`src/rtl/bus_dev_pkg.sv`:
```
`default_nettype none
// ============================================================================
// Module   : bus_dev_pkg
// Purpose  : Shared constants and helpers for the bus device port.
// Revision : 1.0 - initial release
// ============================================================================
package bus_dev_pkg;

  // Width of a device id carried in the top bits of every packet.
  localparam int ID_W = 8;

  // Destination id that every port accepts.
  localparam logic [ID_W-1:0] BROADCAST_ID = 8'hFF;

  // Widest packet dest_of() can inspect.
  localparam int MAX_PKT_W = 64;

  typedef logic [ID_W-1:0] dev_id_t;

  // Destination id of a packet: its top ID_W bits. The packet is passed
  // zero-extended to MAX_PKT_W along with its true width.
  function automatic dev_id_t dest_of(input logic [MAX_PKT_W-1:0] pkt,
                                      input int                   pkt_w);
    logic [MAX_PKT_W-1:0] shifted;
    shifted = pkt >> (pkt_w - ID_W);
    return shifted[ID_W-1:0];
  endfunction

endpackage
`default_nettype wire

```
`src/rtl/bus_dev_if.sv`:
```
`default_nettype none
// ============================================================================
// Module   : bus_dev_if
// Purpose  : Host-side handshake and bus-side pop/push signals of one
//            device port. slave = the port, master = host + bus.
// Revision : 1.0 - initial release
// ============================================================================
interface bus_dev_if #(
  parameter int pckg_sz = 16
);
  // Host TX side
  logic               tx_valid;
  logic               tx_ready;
  logic [pckg_sz-1:0] tx_data;
  // Host RX side
  logic               rx_valid;
  logic               rx_ready;
  logic [pckg_sz-1:0] rx_data;
  // Bus side
  logic               pndng;
  logic [pckg_sz-1:0] D_pop;
  logic               pop;
  logic               push;
  logic [pckg_sz-1:0] D_push;

  modport slave (
    input  tx_valid, tx_data, rx_ready, pop, push, D_push,
    output tx_ready, rx_valid, rx_data, pndng, D_pop
  );

  modport master (
    output tx_valid, tx_data, rx_ready, pop, push, D_push,
    input  tx_ready, rx_valid, rx_data, pndng, D_pop
  );
endinterface
`default_nettype wire

```
`src/rtl/bus_sync_fifo.sv`:
```
`default_nettype none
// ============================================================================
// Module   : bus_sync_fifo
// Purpose  : First-word-fall-through synchronous FIFO of any depth >= 2.
//            A push while full is taken only if a pop happens in the same
//            cycle; dout reads 0 while empty.
// Revision : 1.0 - initial release
// ============================================================================
module bus_sync_fifo #(
  parameter int width = 16,
  parameter int depth = 8
) (
  input  wire logic                       clk,
  input  wire logic                       reset,
  input  wire logic                       push,
  input  wire logic                       pop,
  input  wire logic [width-1:0]           din,
  output logic      [width-1:0]           dout,
  output logic      [$clog2(depth+1)-1:0] count,
  output logic                            full,
  output logic                            empty
);
  localparam int c_ptr_w = $clog2(depth);
  localparam int c_cnt_w = $clog2(depth + 1);
  localparam logic [c_ptr_w-1:0] c_last_ptr = c_ptr_w'(depth - 1);
  localparam logic [c_cnt_w-1:0] c_depth    = c_cnt_w'(depth);

  logic [width-1:0]   r_mem [depth];
  logic [c_ptr_w-1:0] r_wr_ptr;
  logic [c_ptr_w-1:0] r_rd_ptr;
  logic [c_cnt_w-1:0] r_count;
  logic               w_do_push;
  logic               w_do_pop;

  // Pointers wrap explicitly so non-power-of-two depths work.
  function automatic logic [c_ptr_w-1:0] next_ptr(input logic [c_ptr_w-1:0] p);
    return (p == c_last_ptr) ? '0 : p + 1'b1;
  endfunction

  assign w_do_pop  = pop && (r_count != '0);
  assign w_do_push = push && ((r_count != c_depth) || w_do_pop);

  assign count = r_count;
  assign full  = (r_count == c_depth);
  assign empty = (r_count == '0);
  assign dout  = empty ? '0 : r_mem[r_rd_ptr];

  // Storage array; contents need no reset because dout is gated by empty.
  always_ff @(posedge clk) begin
    if (w_do_push) begin
      r_mem[r_wr_ptr] <= din;
    end
  end

  // Pointer and occupancy tracking.
  always_ff @(posedge clk or negedge reset) begin
    if (!reset) begin
      r_wr_ptr <= '0;
      r_rd_ptr <= '0;
      r_count  <= '0;
    end else begin
      if (w_do_push) r_wr_ptr <= next_ptr(r_wr_ptr);
      if (w_do_pop)  r_rd_ptr <= next_ptr(r_rd_ptr);
      case ({w_do_push, w_do_pop})
        2'b10:   r_count <= r_count + 1'b1;
        2'b01:   r_count <= r_count - 1'b1;
        default: r_count <= r_count;
      endcase
    end
  end
endmodule
`default_nettype wire

```
`src/rtl/bus_dev_port.sv`:
```
`default_nettype none
// ============================================================================
// Module   : bus_dev_port
// Purpose  : Device-side endpoint of one bus port. Host packets queue in a
//            TX FIFO offered to the bus via pndng/D_pop/pop; bus deliveries
//            on push/D_push land in an RX FIFO for the host.
//            Macro BUS_PORT_DEST_FILTER_EN: when defined, only packets whose
//            destination is dev_id or broadcast are accepted; otherwise every
//            push is accepted (bus-monitor mode).
// Revision : 1.0 - initial release
// ============================================================================
module bus_dev_port
  import bus_dev_pkg::*;
#(
  parameter int      pckg_sz   = 16,
  parameter int      fifo_size = 8,
  parameter dev_id_t dev_id    = 8'h00,
  parameter dev_id_t broadcast = BROADCAST_ID
) (
  input  wire logic                           clk,
  input  wire logic                           reset,
  bus_dev_if.slave                            bus,
  output logic      [$clog2(fifo_size+1)-1:0] tx_count,
  output logic      [$clog2(fifo_size+1)-1:0] rx_count,
  output logic      [7:0]                     rx_drop_cnt,
  output logic                                tx_underflow
);
  logic       w_tx_full;
  logic       w_tx_empty;
  logic       w_rx_full;
  logic       w_rx_empty;
  logic       w_accept;
  logic       w_drop;
  logic [7:0] r_drop_cnt;
  logic       r_tx_underflow;

  // ---------------------------------------------------------------- TX path
  assign bus.tx_ready = !w_tx_full;
  assign bus.pndng    = !w_tx_empty;

  bus_sync_fifo #(
    .width (pckg_sz),
    .depth (fifo_size)
  ) u_tx_fifo (
    .clk   (clk),
    .reset (reset),
    .push  (bus.tx_valid && !w_tx_full),
    .pop   (bus.pop),
    .din   (bus.tx_data),
    .dout  (bus.D_pop),
    .count (tx_count),
    .full  (w_tx_full),
    .empty (w_tx_empty)
  );

  // Sticky flag: the bus popped while nothing was pending.
  always_ff @(posedge clk or negedge reset) begin
    if (!reset) begin
      r_tx_underflow <= 1'b0;
    end else if (bus.pop && w_tx_empty) begin
      r_tx_underflow <= 1'b1;
    end
  end

  assign tx_underflow = r_tx_underflow;

  // ---------------------------------------------------------------- RX path
`ifdef BUS_PORT_DEST_FILTER_EN
  dev_id_t w_dest;
  assign w_dest   = dest_of(MAX_PKT_W'(bus.D_push), pckg_sz);
  assign w_accept = bus.push && ((w_dest == dev_id) || (w_dest == broadcast));
`else
  assign w_accept = bus.push;
`endif

  // Full implies not empty, so rx_ready alone tells whether a slot frees.
  assign w_drop = w_accept && w_rx_full && !bus.rx_ready;

  bus_sync_fifo #(
    .width (pckg_sz),
    .depth (fifo_size)
  ) u_rx_fifo (
    .clk   (clk),
    .reset (reset),
    .push  (w_accept),
    .pop   (bus.rx_ready),
    .din   (bus.D_push),
    .dout  (bus.rx_data),
    .count (rx_count),
    .full  (w_rx_full),
    .empty (w_rx_empty)
  );

  assign bus.rx_valid = !w_rx_empty;

  // Saturating count of accepted packets lost to a full RX FIFO.
  always_ff @(posedge clk or negedge reset) begin
    if (!reset) begin
      r_drop_cnt <= 8'd0;
    end else if (w_drop && (r_drop_cnt != 8'hFF)) begin
      r_drop_cnt <= r_drop_cnt + 8'd1;
    end
  end

  assign rx_drop_cnt = r_drop_cnt;
endmodule
`default_nettype wire

```
`src/flat_wrapper.sv`:
```
// flat-port wrapper written by rule: the top's interface ports become plain ports
module bus_dev_port_flat import bus_dev_pkg::*;
#(
  parameter int      pckg_sz   = 16,
  parameter int      fifo_size = 8,
  parameter dev_id_t dev_id    = 8'h00,
  parameter dev_id_t broadcast = BROADCAST_ID
)
  (clk, reset, tx_count, rx_count, rx_drop_cnt, tx_underflow, bus_tx_valid, bus_tx_data, bus_rx_ready, bus_pop, bus_push, bus_D_push, bus_tx_ready, bus_rx_valid, bus_rx_data, bus_pndng, bus_D_pop);
  bus_dev_if #(.pckg_sz(pckg_sz)) bus_i ();
  input  wire logic clk;
  input  wire logic reset;
  output logic      [$clog2(fifo_size+1)-1:0] tx_count;
  output logic      [$clog2(fifo_size+1)-1:0] rx_count;
  output logic      [7:0] rx_drop_cnt;
  output logic tx_underflow;
  input wire logic [$bits(bus_i.tx_valid)-1:0] bus_tx_valid;
  input wire logic [$bits(bus_i.tx_data)-1:0] bus_tx_data;
  input wire logic [$bits(bus_i.rx_ready)-1:0] bus_rx_ready;
  input wire logic [$bits(bus_i.pop)-1:0] bus_pop;
  input wire logic [$bits(bus_i.push)-1:0] bus_push;
  input wire logic [$bits(bus_i.D_push)-1:0] bus_D_push;
  output wire logic [$bits(bus_i.tx_ready)-1:0] bus_tx_ready;
  output wire logic [$bits(bus_i.rx_valid)-1:0] bus_rx_valid;
  output wire logic [$bits(bus_i.rx_data)-1:0] bus_rx_data;
  output wire logic [$bits(bus_i.pndng)-1:0] bus_pndng;
  output wire logic [$bits(bus_i.D_pop)-1:0] bus_D_pop;
  assign bus_i.tx_valid = bus_tx_valid;
  assign bus_i.tx_data = bus_tx_data;
  assign bus_i.rx_ready = bus_rx_ready;
  assign bus_i.pop = bus_pop;
  assign bus_i.push = bus_push;
  assign bus_i.D_push = bus_D_push;
  assign bus_tx_ready = bus_i.tx_ready;
  assign bus_rx_valid = bus_i.rx_valid;
  assign bus_rx_data = bus_i.rx_data;
  assign bus_pndng = bus_i.pndng;
  assign bus_D_pop = bus_i.D_pop;
  bus_dev_port #(.pckg_sz(pckg_sz), .fifo_size(fifo_size), .dev_id(dev_id), .broadcast(broadcast)) u_core (.clk(clk), .reset(reset), .bus(bus_i), .tx_count(tx_count), .rx_count(rx_count), .rx_drop_cnt(rx_drop_cnt), .tx_underflow(tx_underflow));
endmodule
```
`config.mk`:
```
export PLATFORM = sky130hd
export DESIGN_NAME = bus_dev_port_flat
export DESIGN_NICKNAME = d
export VERILOG_FILES = /design/src/rtl/bus_dev_pkg.sv /design/src/rtl/bus_dev_if.sv /design/src/rtl/bus_sync_fifo.sv /design/src/rtl/bus_dev_port.sv /design/src/flat_wrapper.sv
export SDC_FILE = /design/constraint.sdc
export NUM_CORES = 1
export LEC_CHECK = 0
export ABC_AREA = 1
export BUFFER_PORTS_ARGS = -buffer_cell sky130_fd_sc_hd__buf_2
export CAP_MARGIN = 10
export CORE_MARGIN = 2
export CORE_UTILIZATION = 30
export CTS_CLUSTER_DIAMETER = 100
export DETAILED_ROUTE_END_ITERATION = 16
export PLACE_DENSITY = 0.43
export RECOVER_POWER = 50
export SYNTH_ARGS = -nofsm -noshare
export SYNTH_HDL_FRONTEND = slang
export SYNTH_SLANG_ARGS = --single-unit
```
`constraint.sdc`:
```
create_clock -name clk -period 4 [get_ports clk]
set_clock_uncertainty 0.05 [all_clocks]
set_input_delay 0.8 -clock clk [delete_from_list [all_inputs] [get_ports clk]]
set_output_delay 0.8 -clock clk [all_outputs]
set_load 0.01 [all_outputs]
```
### Yosys cells after proc, flatten, opt, wreduce, memory -nomap -nowiden

Memories as Yosys holds them, arrays and structs flattened.
Index checks and enable logic that the tools add are counted.

| word-level totals | value |
|---|---|
| register bits | 29 |
| RAM bits | 256 |
| bits of input ports | 38 |
| output and inout bits | 52 |
| word-level logic and storage cells | 65 |
| memories kept | 2 |

Memory list:

| name | words | bits a word | read ports | clocked after memory_dff | write ports | line | source |
|---|---|---|---|---|---|---|---|
| u_core.u_rx_fifo.r_mem | 8 | 16 | 1 | 0 | 1 | bus_sync_fifo.sv:28 | `logic [width-1:0] r_mem [depth];` |
| u_core.u_tx_fifo.r_mem | 8 | 16 | 1 | 0 | 1 | bus_sync_fifo.sv:28 |  |

| operators by class | value |
|---|---|
| add/subtract/negate cells | 9 |
| equal/unequal tests | 13 |
| mux-type cells | 12 |
| reduce and logical (&&, ||, !) cells | 21 |

Operators with widths:

| kind | number |
|---|---|
| 16-bit two-way mux | 2 |
| 4-bit case mux with 2 select lines | 2 |
| 3-bit by 1-bit adder with 3-bit output (second input constant) | 4 |
| 3-bit equality test (second input constant) | 4 |
| 3-bit two-way mux | 4 |
| 1-bit logical AND | 9 |
| 4-bit by 1-bit adder with 4-bit output (second input constant) | 2 |
| 8-bit by 1-bit adder with 8-bit output (second input constant) | 1 |
| 4-bit equality test (second input constant) | 2 |
| 4-bit logical NOT | 2 |
| 4-bit != test (second input constant) | 2 |
| 8-bit != test (second input constant) | 1 |
| 4-bit nonzero test | 2 |
| 4-bit by 1-bit subtractor with 4-bit output (second input constant) | 2 |
| 2-bit by 1-bit equality test with 1-bit output (second input constant) | 2 |
| 2-bit equality test (second input constant) | 2 |
| 1-bit logical NOT | 4 |
| 1-bit two-way mux | 4 |
| 2-bit nonzero test | 2 |
| 1-bit logical OR | 2 |

### Longest topological paths before layout

Gate-level depths: netlist of run 1.

| logic depth | value |
|---|---|
| depth after elaboration | 6 |
| depth in mapped cells | 13 |
| depth with buffers taken out | 13 |

### Cells and area by module

A second synthesis of run 1 with hierarchy kept.

| second synthesis, totals | value |
|---|---|
| cells, all modules | 1,017 |
| area, all modules | 11,969.0 um^2 |

By module, submodules not included:

| module | times used | cells an instance | area an instance (um^2) | sequential area each (um^2) |
|---|---|---|---|---|
| bus_sync_fifo at u_core.u_tx_fifo | 1 | 476 | 5,736.8 | 4,093.9 |
| bus_sync_fifo at u_core.u_rx_fifo | 1 | 471 | 5,719.2 | 4,093.9 |
| bus_dev_port | 1 | 70 | 513.0 | 225.2 |

### Worst setup path before layout of run 1

Ideal clock, no wire load.

| path | value |
|---|---|
| path kind | input to register |
| from | input port bus_rx_ready |
| to | memory u_core.u_rx_fifo.r_mem[0][0], enable pin |
| arrival time | 1.876 ns |
| setup slack | 1.685 ns |
| stages on the path | 6 |
| buffers on the path | 0 |
| cell sequence | inv_1 nand2_1 nand2_2 inv_1 nand2_1 nor2_1 |

| between the ends | value |
|---|---|
| cells in the longest elaborated chain, start to end | 5 |

Ends and longest elaborated chain:

| what | line | source |
|---|---|---|
| from (decl) | flat_wrapper.sv:19 | `input wire logic [$bits(bus_i.rx_ready)-1:0] bus_rx_ready;` |
| 1-bit logical AND | bus_sync_fifo.sv:40 | `assign w_do_pop = pop && (r_count != '0);` |
| 1-bit logical OR | bus_sync_fifo.sv:41 | `assign w_do_push = push && ((r_count != c_depth) \|\| w_do_pop);` |
| 1-bit logical AND | bus_sync_fifo.sv:41 |  |
| 1-bit two-way mux | bus_sync_fifo.sv:50 | `if (w_do_push) begin` |
| 1-bit two-way mux (implied by the code) | bus_sync_fifo.sv:51 | `r_mem[r_wr_ptr] <= din;` |
| to (decl) | bus_sync_fifo.sv:28 |  |

Every way passes these cells.

### Worst setup path in the final report of run 1

| path | value |
|---|---|
| from | register u_core.u_rx_fifo.r_rd_ptr[0] |
| to | output port bus_rx_data[4] |

| between the ends | value |
|---|---|
| cells in the longest elaborated chain, start to end | 2 |

Ends and longest elaborated chain:

| what | line | source |
|---|---|---|
| from (decl) | bus_sync_fifo.sv:30 | `logic [c_ptr_w-1:0] r_rd_ptr;` |
| from (signal assigned) | bus_sync_fifo.sv:63 | `if (w_do_pop) r_rd_ptr <= next_ptr(r_rd_ptr);` |
| memory 8 x 16 bit | -- |  |
| 16-bit two-way mux | bus_sync_fifo.sv:46 | `assign dout = empty ? '0 : r_mem[r_rd_ptr];` |
| to (decl) | flat_wrapper.sv:25 | `output wire logic [$bits(bus_i.rx_data)-1:0] bus_rx_data;` |

Every way passes these cells.

==> summary.txt, run 1 <==
Worst hold path
  – Worst Hold Class: register to register
  – Hold wc startpoint: u_core.tx_underflow$_DFFE_PN0P_

Worst setup path
  – Critical path's slowest cell: dfrtp_2
  – WP data required: about 3200 ps
  – Most used cell, CP: nor2_1
  – Crit path DAT: 2500 ps
  – Critical Path, Cell by Cell: buf_4 > nor2_1 > nor2_1 > o21ai_0 > o211ai_1 > nand2_1 > nor2_1 > buf_2
  – Critical path type: register to output pin
  – CP Max Fanout: 40
  – CP Buf/Inv Count: 2
  – Family with the most delay on the worst path: flip-flops
  – Crit start category: register
  – CP Launch Point: u_core.u_rx_fifo.r_rd_ptr[0]$_DFFE_PN0N_
  – Slowest Stage Delay on Critical Path: 860 ps
  – Worst setup EP type: output pin
  – Reg2reg start: u_core.u_tx_fifo.count[0]$_DFFE_PN0P_

Synthesis
  – Synth Area per Inst: 12.1 um^2
  – Syn Nets: between 1000 and 1500
  – Seq cells post-synth: around 290
  – Cell area after synthesis: roughly 12000 um^2
  – Yosys warning count: 0
  – Synth Instances: around 1000
  – Synth cell types: 32
  – Sequential fraction of the synthesis area: a little over 70%

Pwr
  – Net Sw Frac: 36.8%
  – Max IR drop VDD: about 0.35 mV
  – Leakage: approximately 5 nW
  – Combinational power share: 33.4%
  – Part of the power in registers: 38.8%
  – Net Sw Power: between 3 and 4 mW
  – Power, Total: between 10 and 15 mW
  – Pint: ~6.6 mW
  – Power per cell area: roughly 760 nW/um^2
  – Clock power share: ~28%

Route
  – WL/cell: 17.7 um
  – Vias/cell: ~4.6
  – DRC errors left: 0
  – Pre-Repair DR Iteration Count: 5
  – Antenna-violating nets left: 0
  – WL final: approximately 29000 um
  – Initial DRC count: 432
  – Via count: between 7000 and 8000

STA
  – Relative slew margins: -19.3%
  – Final Cycle Share: 83.8%
  – Final setup margin: around 650 ps
  – Max Fclk: 298 MHz
  – Post-layout minimum cycle time: 3350 ps
  – Final hold vios: 0
  – RSZ-0062 raised after global routing: no
  – Final setup violation count: 0
  – Setup_tns: 0 ps
  – Fin. max-slew vios: 30
  – Worst slew pin tran: roughly 1800 ps

GRT
  – Vias in the first global route: between 7000 and 8000
  – Pin count of the biggest net entering global routing: 66
  – Total GRT Usage: ~14%
  – Grt ovf: 0
  – First-pass GRT wire length: between 40000 and 50000 um
  – Antenna violations before repair: 1

Place
  – Hpwl dp: approximately 16000 um
  – Final GP Congestion: 0.715
  – Area of placed instances: between 10000 and 15000 um^2
  – Dpl ws: between 1000 and 1500 ps
  – Port Buffer Count: ~90

Clock network
  – CTS root buf: clkbuf_16
  – Clk pin slew, worst setup/hold paths: ~50 ps
  – CTS Buf Count: 35
  – H-tree lvl count: 2
  – Worst-Skew Late Latency: around 530 ps
  – Hold_buf cts: 0
  – Post-CTS sizing: 0
  – CTS Buffer Depth: 3
  – Clock sinks: 285
  – Postcts setup bufs: 0
  – CTS tree: yes

Flow run
  – Max-cap violations: 1

Die
  – IO Pins: 90
  – Initial core utilization: a little under a third
  – Core footprint: roughly 39000 um^2
  – Height of the die: a little over 200 um
  – Row count: 72
  – Die Wd: just over 200 um
  – DIE AREA: 41200 um^2

Cells and area
  – Area Growth Syn to Fin: 16.3%
  – Most frequent cells in the layout: 256 x edfxtp_1, 243 x nor2_1, 101 x nand2_1, 91 x o21ai_0, 56 x buf_2
  – Commonest non-fill, non-tap cell in the layout: edfxtp_1
  – Design area: 13800 um^2
  – Final nets: around 1100
  – Diode count: 0
  – Layout cells sized above 1: between 10% and 20%

Outcome
  – Status: complete, but fails checks
  – Failing checks: max-capacitance violations, max-slew violations
## worst reg2reg max path: cells and delay by family (launching register included)
family | cells | cell delay (ps)
DFF | 1 | 450
AOI/OAI and AO/OA | 3 | 770
and+or+nand+nor | 3 | 250
adders and majority gates | 2 | 500
buffers and inverters | 1 | 70
xor gates and xnor gates | 1 | 140
## power groups by stage
stage	Sequential (mW)	Clock, mW	Combinational [mW]
2_1_floorplan	3.99	0	2.54
3_3_place_gp	4.12	0	3.63
3_5_place_dp	4.12	0	3.62
4_1_cts	4.07	3.01	3.63
5_1_grt	4.12	3.12	3.98
6_report	4.06	2.91	3.49
## flip-flops by register name (all words and copies together) (netlist names)
register and count:
u_core.u_rx_fifo.r_mem 128, u_core.u_tx_fifo.count 4, u_core.u_rx_fifo.count 4, u_core.u_tx_fifo.r_mem 128
u_core.u_rx_fifo.r_wr_ptr 3, u_core.u_tx_fifo.r_wr_ptr 3, u_core.rx_drop_cnt 8, u_core.u_rx_fifo.r_rd_ptr 3
u_core.tx_underflow 1, u_core.u_tx_fifo.r_rd_ptr 3
## per-layer routing
metal	routed length (um)	global-route usage (%)
met5	13	0
met1	13300	19.1
met4	532	4.25
met2	13700	22.8
met3	1280	2.79
## logic make-up after synthesis
kind of cell | Yosys count | share of synthesized area [%]
DFF | 285 | 70.8
xor gates and xnor gates | 13 | 1.02
and+or+nand+nor | 372 | 12.4
AOI/OAI and AO/OA | 212 | 10.0
buffers and inverters | 85 | 4.04
adders and majority gates | 16 | 1.75
## path summary, 6_finish.rpt
kind	slack [ps]	depth (start not counted)	end
min in group asynchronous	700	1	u_core.tx_underflow$_DFFE_PN0P_
worst min register to register	420	1	u_core.tx_underflow$_DFFE_PN0P_
worst max-delay path	650	8	bus_rx_data[4]
worst max register to register	1650	10	u_core.u_tx_fifo.count[2]$_DFFE_PN0P_
worst min-delay path	420	1	u_core.tx_underflow$_DFFE_PN0P_
max in group asynchronous	2030	1	u_core.u_rx_fifo.r_rd_ptr[0]$_DFFE_PN0N_
## per-stage QoR
step / hold slack, ps / std cells / util, %
2_1_floorplan: 452 / 983 / -
3_5_place_dp: 415 / 1566 / 33.1
4_1_cts: 301 / 1628 / 35.8
5_1_grt: 462 / 1628 / 35.6
6_report: 424 / 1628 / 35.6
3_3_place_gp: 416 / 1566 / 33.1
## cell usage after synthesis, drive strengths merged
| cell type | n | area [um^2] |
|---|---|---|
| buf | 39 | 305 |
| nor3 | 1 | 10.0 |
| nand3 | 10 | 55.1 |
| or2 | 1 | 6.26 |
| clkbuf | 11 | 41.3 |
| nand2 | 102 | 390 |
| xnor2 | 7 | 61.3 |
| o21bai | 1 | 7.51 |
| dfrtp | 29 | 726 |
| nor2 | 256 | 978 |
| o21ai | 143 | 716 |
| o22ai | 33 | 206 |
| ha | 15 | 188 |
| edfxtp | 256 | 7690 |
| a21oi | 3 | 18.8 |
| inv | 35 | 134 |
| xor2 | 6 | 60.1 |
| fa | 1 | 20.0 |
| nand3b | 2 | 27.5 |
| o211ai | 32 | 240 |
## layout make-up
| class | instances | area [um^2] |
|---|---|---|
| clock buffers | 49 | 938 |
| clock inverters | 13 | 101 |
| fillers | 3897 | 25000 |
| inverters | 35 | 133 |
| multi-input cells | 613 | 2970 |
| flip-flops and latches | 285 | 8420 |
| well taps | 518 | 648 |
| repair buffers | 115 | 599 |
Power figures use the tool's default switching activity.
==> inputs of run 2 (changes only) <==
==> constraint.sdc (replaced) <==
create_clock -name clk -period 3.3 [get_ports clk]
set_clock_uncertainty 0.05 [all_clocks]
set_input_delay 0.66 -clock clk [delete_from_list [all_inputs] [get_ports clk]]
set_output_delay 0.66 -clock clk [all_outputs]
set_load 0.01 [all_outputs]
==> run 2 against run 1 <==
Against the previous run: the flow still finishes with violations (max-capacitance violations, max-slew violations); die area unchanged; count of clock-buffer cells in the layout down 7; register-to-register slack worse by 720 ps; flip-flop and latch count unchanged; sequential power up 21%; power up 23%; final cell count up 0.18%; first-iteration DRC count up 13%; critical endpoint is now bus_D_pop[6]; clock power up 24%; non-clock buffer count up 4; global-route usage down 0.17 points; sequential share of layout area down 0.49 points.
==> summary.txt, run 2 (same netlist as run 1, synthesis figures left out) <==
Outcome
  – Status: complete, but fails checks
  – Failing checks: max-capacitance violations, max-slew violations

Worst setup path
  – Slowest Stage Delay on Critical Path: 580 ps (-280 ps)
  – CP Launch Point: u_core.u_tx_fifo.r_rd_ptr[0]$_DFFE_PN0P_
  – FF-to-FF path depth: 10 (unchanged)
  – Reg2reg start: u_core.u_tx_fifo.count[0]$_DFFE_PN0P_
  – Worst setup EP type: output pin
  – Critical path type: register to output pin
  – WP data required: 2590 ps (-560 ps)
  – Critical path's slowest cell: dfrtp_2
  – Crit start category: register
  – CP Max Fanout: 32 (-20%)
  – Crit path DAT: 2320 ps (-180 ps)
  – Critical Path, Cell by Cell: inv_2 > buf_4 > o21ai_0 > o211ai_1 > nand2_1 > nor2_1 > buf_2

Cells and area
  – Area Growth Syn to Fin: 17.2%
  – Diode count: 0 (unchanged)
  – Commonest non-fill, non-tap cell in the layout: edfxtp_1
  – Most frequent cells in the layout: 256 x edfxtp_1, 240 x nor2_1, 100 x nand2_1, 91 x o21ai_0
  – Layout cells sized above 1: 14.3% (+0.59 points)
  – Final nets: 1142 (+0.26%)

GRT
  – Total GRT Usage: 13.9% (-0.17 points)
  – Pin count of the biggest net entering global routing: 51 (-23%)
  – Grt ovf: 0 (unchanged)
  – Antenna violations before repair: 0 (-1)
  – Vias in the first global route: 7306 (-1.7%)
  – First-pass GRT wire length: 43900 um (-1.2%)

STA
  – Final hold vios: 0 (unchanged)
  – Final setup violation count: 0 (unchanged)
  – Fin. max-slew vios: 30 (unchanged)
  – Worst slew pin tran: 1790 ps (-3.17 ps)
  – Max Fclk: between 300 and 400 MHz
  – Post-layout minimum cycle time: around 3000 ps
  – RSZ-0062 raised after global routing: no
  – Setup_tns: 0 ps (unchanged)
  – Hold Slack: 362 ps (-61.5 ps)
  – Relative slew margins: -19.1% (+0.21 points)
  – Final Cycle Share: between 90% and 100%

Die
  – Initial core utilization: 30.6% (unchanged)
  – Die Wd: 203 um (unchanged)
  – Height of the die: 203 um (unchanged)
  – DIE AREA: 41200 um^2 (unchanged)
  – IO Pins: 90 (unchanged)
  – Core footprint: 38800 um^2 (unchanged)
  – Row count: 72 (unchanged)

Clock network
  – Post-CTS sizing: 0 (unchanged)
  – Hold_buf cts: 0 (unchanged)
  – H-tree lvl count: 2 (unchanged)
  – CTS root buf: clkbuf_16
  – CTS tree: yes
  – CTS Buf Count: 34 (-2.9%)
  – CTS Buffer Depth: 3 (unchanged)
  – Clk pin slew, worst setup/hold paths: 60 ps (about the same)
  – Clock sinks: 285 (unchanged)
  – Postcts setup bufs: 0 (unchanged)
  – Worst-Skew Late Latency: 520 ps (about the same)

Place
  – Final GP Congestion: 0.709 (-0.90%)
  – Port Buffer Count: 89 (unchanged)
  – Hpwl dp: 16100 um (-2.1%)

Route
  – Via count: 7434 (-1.5%)
  – Uppermost layer routed: met4
  – Initial DRC count: 490 (+13%)
  – Routed met2 length: 13500 um (-1.2%)
  – Vias/cell: 4.56 (-1.7%)
  – Antenna-violating nets left: 0 (unchanged)
  – Pre-Repair DR Iteration Count: 4 (-1)
  – Met3 WL: 1020 um (-20%)
  – DRC errors left: 0 (unchanged)
  – WL/cell: 17.4 um (-1.2%)
  – WL final: 28500 um (-1.0%)
  – Met1 wire length: 13300 um (+0.24%)

Pwr
  – Max IR drop VDD: 0.473 mV (+34%)
  – Leakage: 5.03 nW (+0.91%)
  – Power per cell area: 924 nW/um^2 (+22%)

Worst hold path
  – Hold wc startpoint: bus_pop
  – Worst Hold Class: input port to register
  – Hold-critical path depth: 3 (+2)

Flow run
  – Max-cap violations: 1 (unchanged)
[run 2: worst paths after layout]
check | slack, ps | end
worst max register to register | 930 | u_core.u_tx_fifo.count[2]$_DFFE_PN0P_
worst min-delay path | 360 | u_core.tx_underflow$_DFFE_PN0P_
worst max-delay path | 270 | bus_D_pop[6]
min in group asynchronous | 560 | u_core.u_tx_fifo.r_wr_ptr[0]$_DFFE_PN0P_
worst min register to register | 430 | u_core.tx_underflow$_DFFE_PN0P_
max in group asynchronous | 1470 | u_core.u_rx_fifo.r_rd_ptr[0]$_DFFE_PN0N_
[run 2: power by group]
group | internal, mW | switching, mW
clock network | 2.12 | 1.49
logic | 1.49 | 2.87
registers | 4.53 | 0.364
total | 8.14 | 4.72
[run 2: area by class of cell]
| cell class | instances | area (um^2) |
|---|---|---|
| flip-flops and latches | 285 | 8420 |
| inverters | 35 | 133 |
| clock buffers | 42 | 902 |
| repair buffers | 119 | 662 |
| fillers | 3838 | 24900 |
| multi-input cells | 613 | 2990 |
| well taps | 518 | 648 |
| clock inverters | 19 | 168 |
[run 2: layer usage]
layer	vias to the layer above	GRT usage, %
met1	3586	18.8
met5	-	0
met4	0	4.07
met2	119	22.9
li1	3686	-
met3	43	2.47
[run 2: through the flow]
stage | setup WS [ps] | cell area, um^2 | std cells | total power, mW | utilization, %
CTS | 201 | 14000 | 1631 | 13.2 | 36.1
floorplan | 1130 | 11900 | 983 | 7.91 | -
global placement | 791 | 12900 | 1570 | 9.47 | 33.3
finish | 272 | 13900 | 1631 | 12.9 | 35.9
detailed placement | 765 | 12900 | 1570 | 9.47 | 33.3
global route | 106 | 13900 | 1631 | 13.8 | 35.9
[run 2: critical path, delay by kind of cell, from the launching register on]
family                 cells  cell delay, ps
AND/OR/NAND/NOR            2             270
buffers and inverters      3             660
AO/OA/AOI/OAI              2             280
flip-flops                 1             580
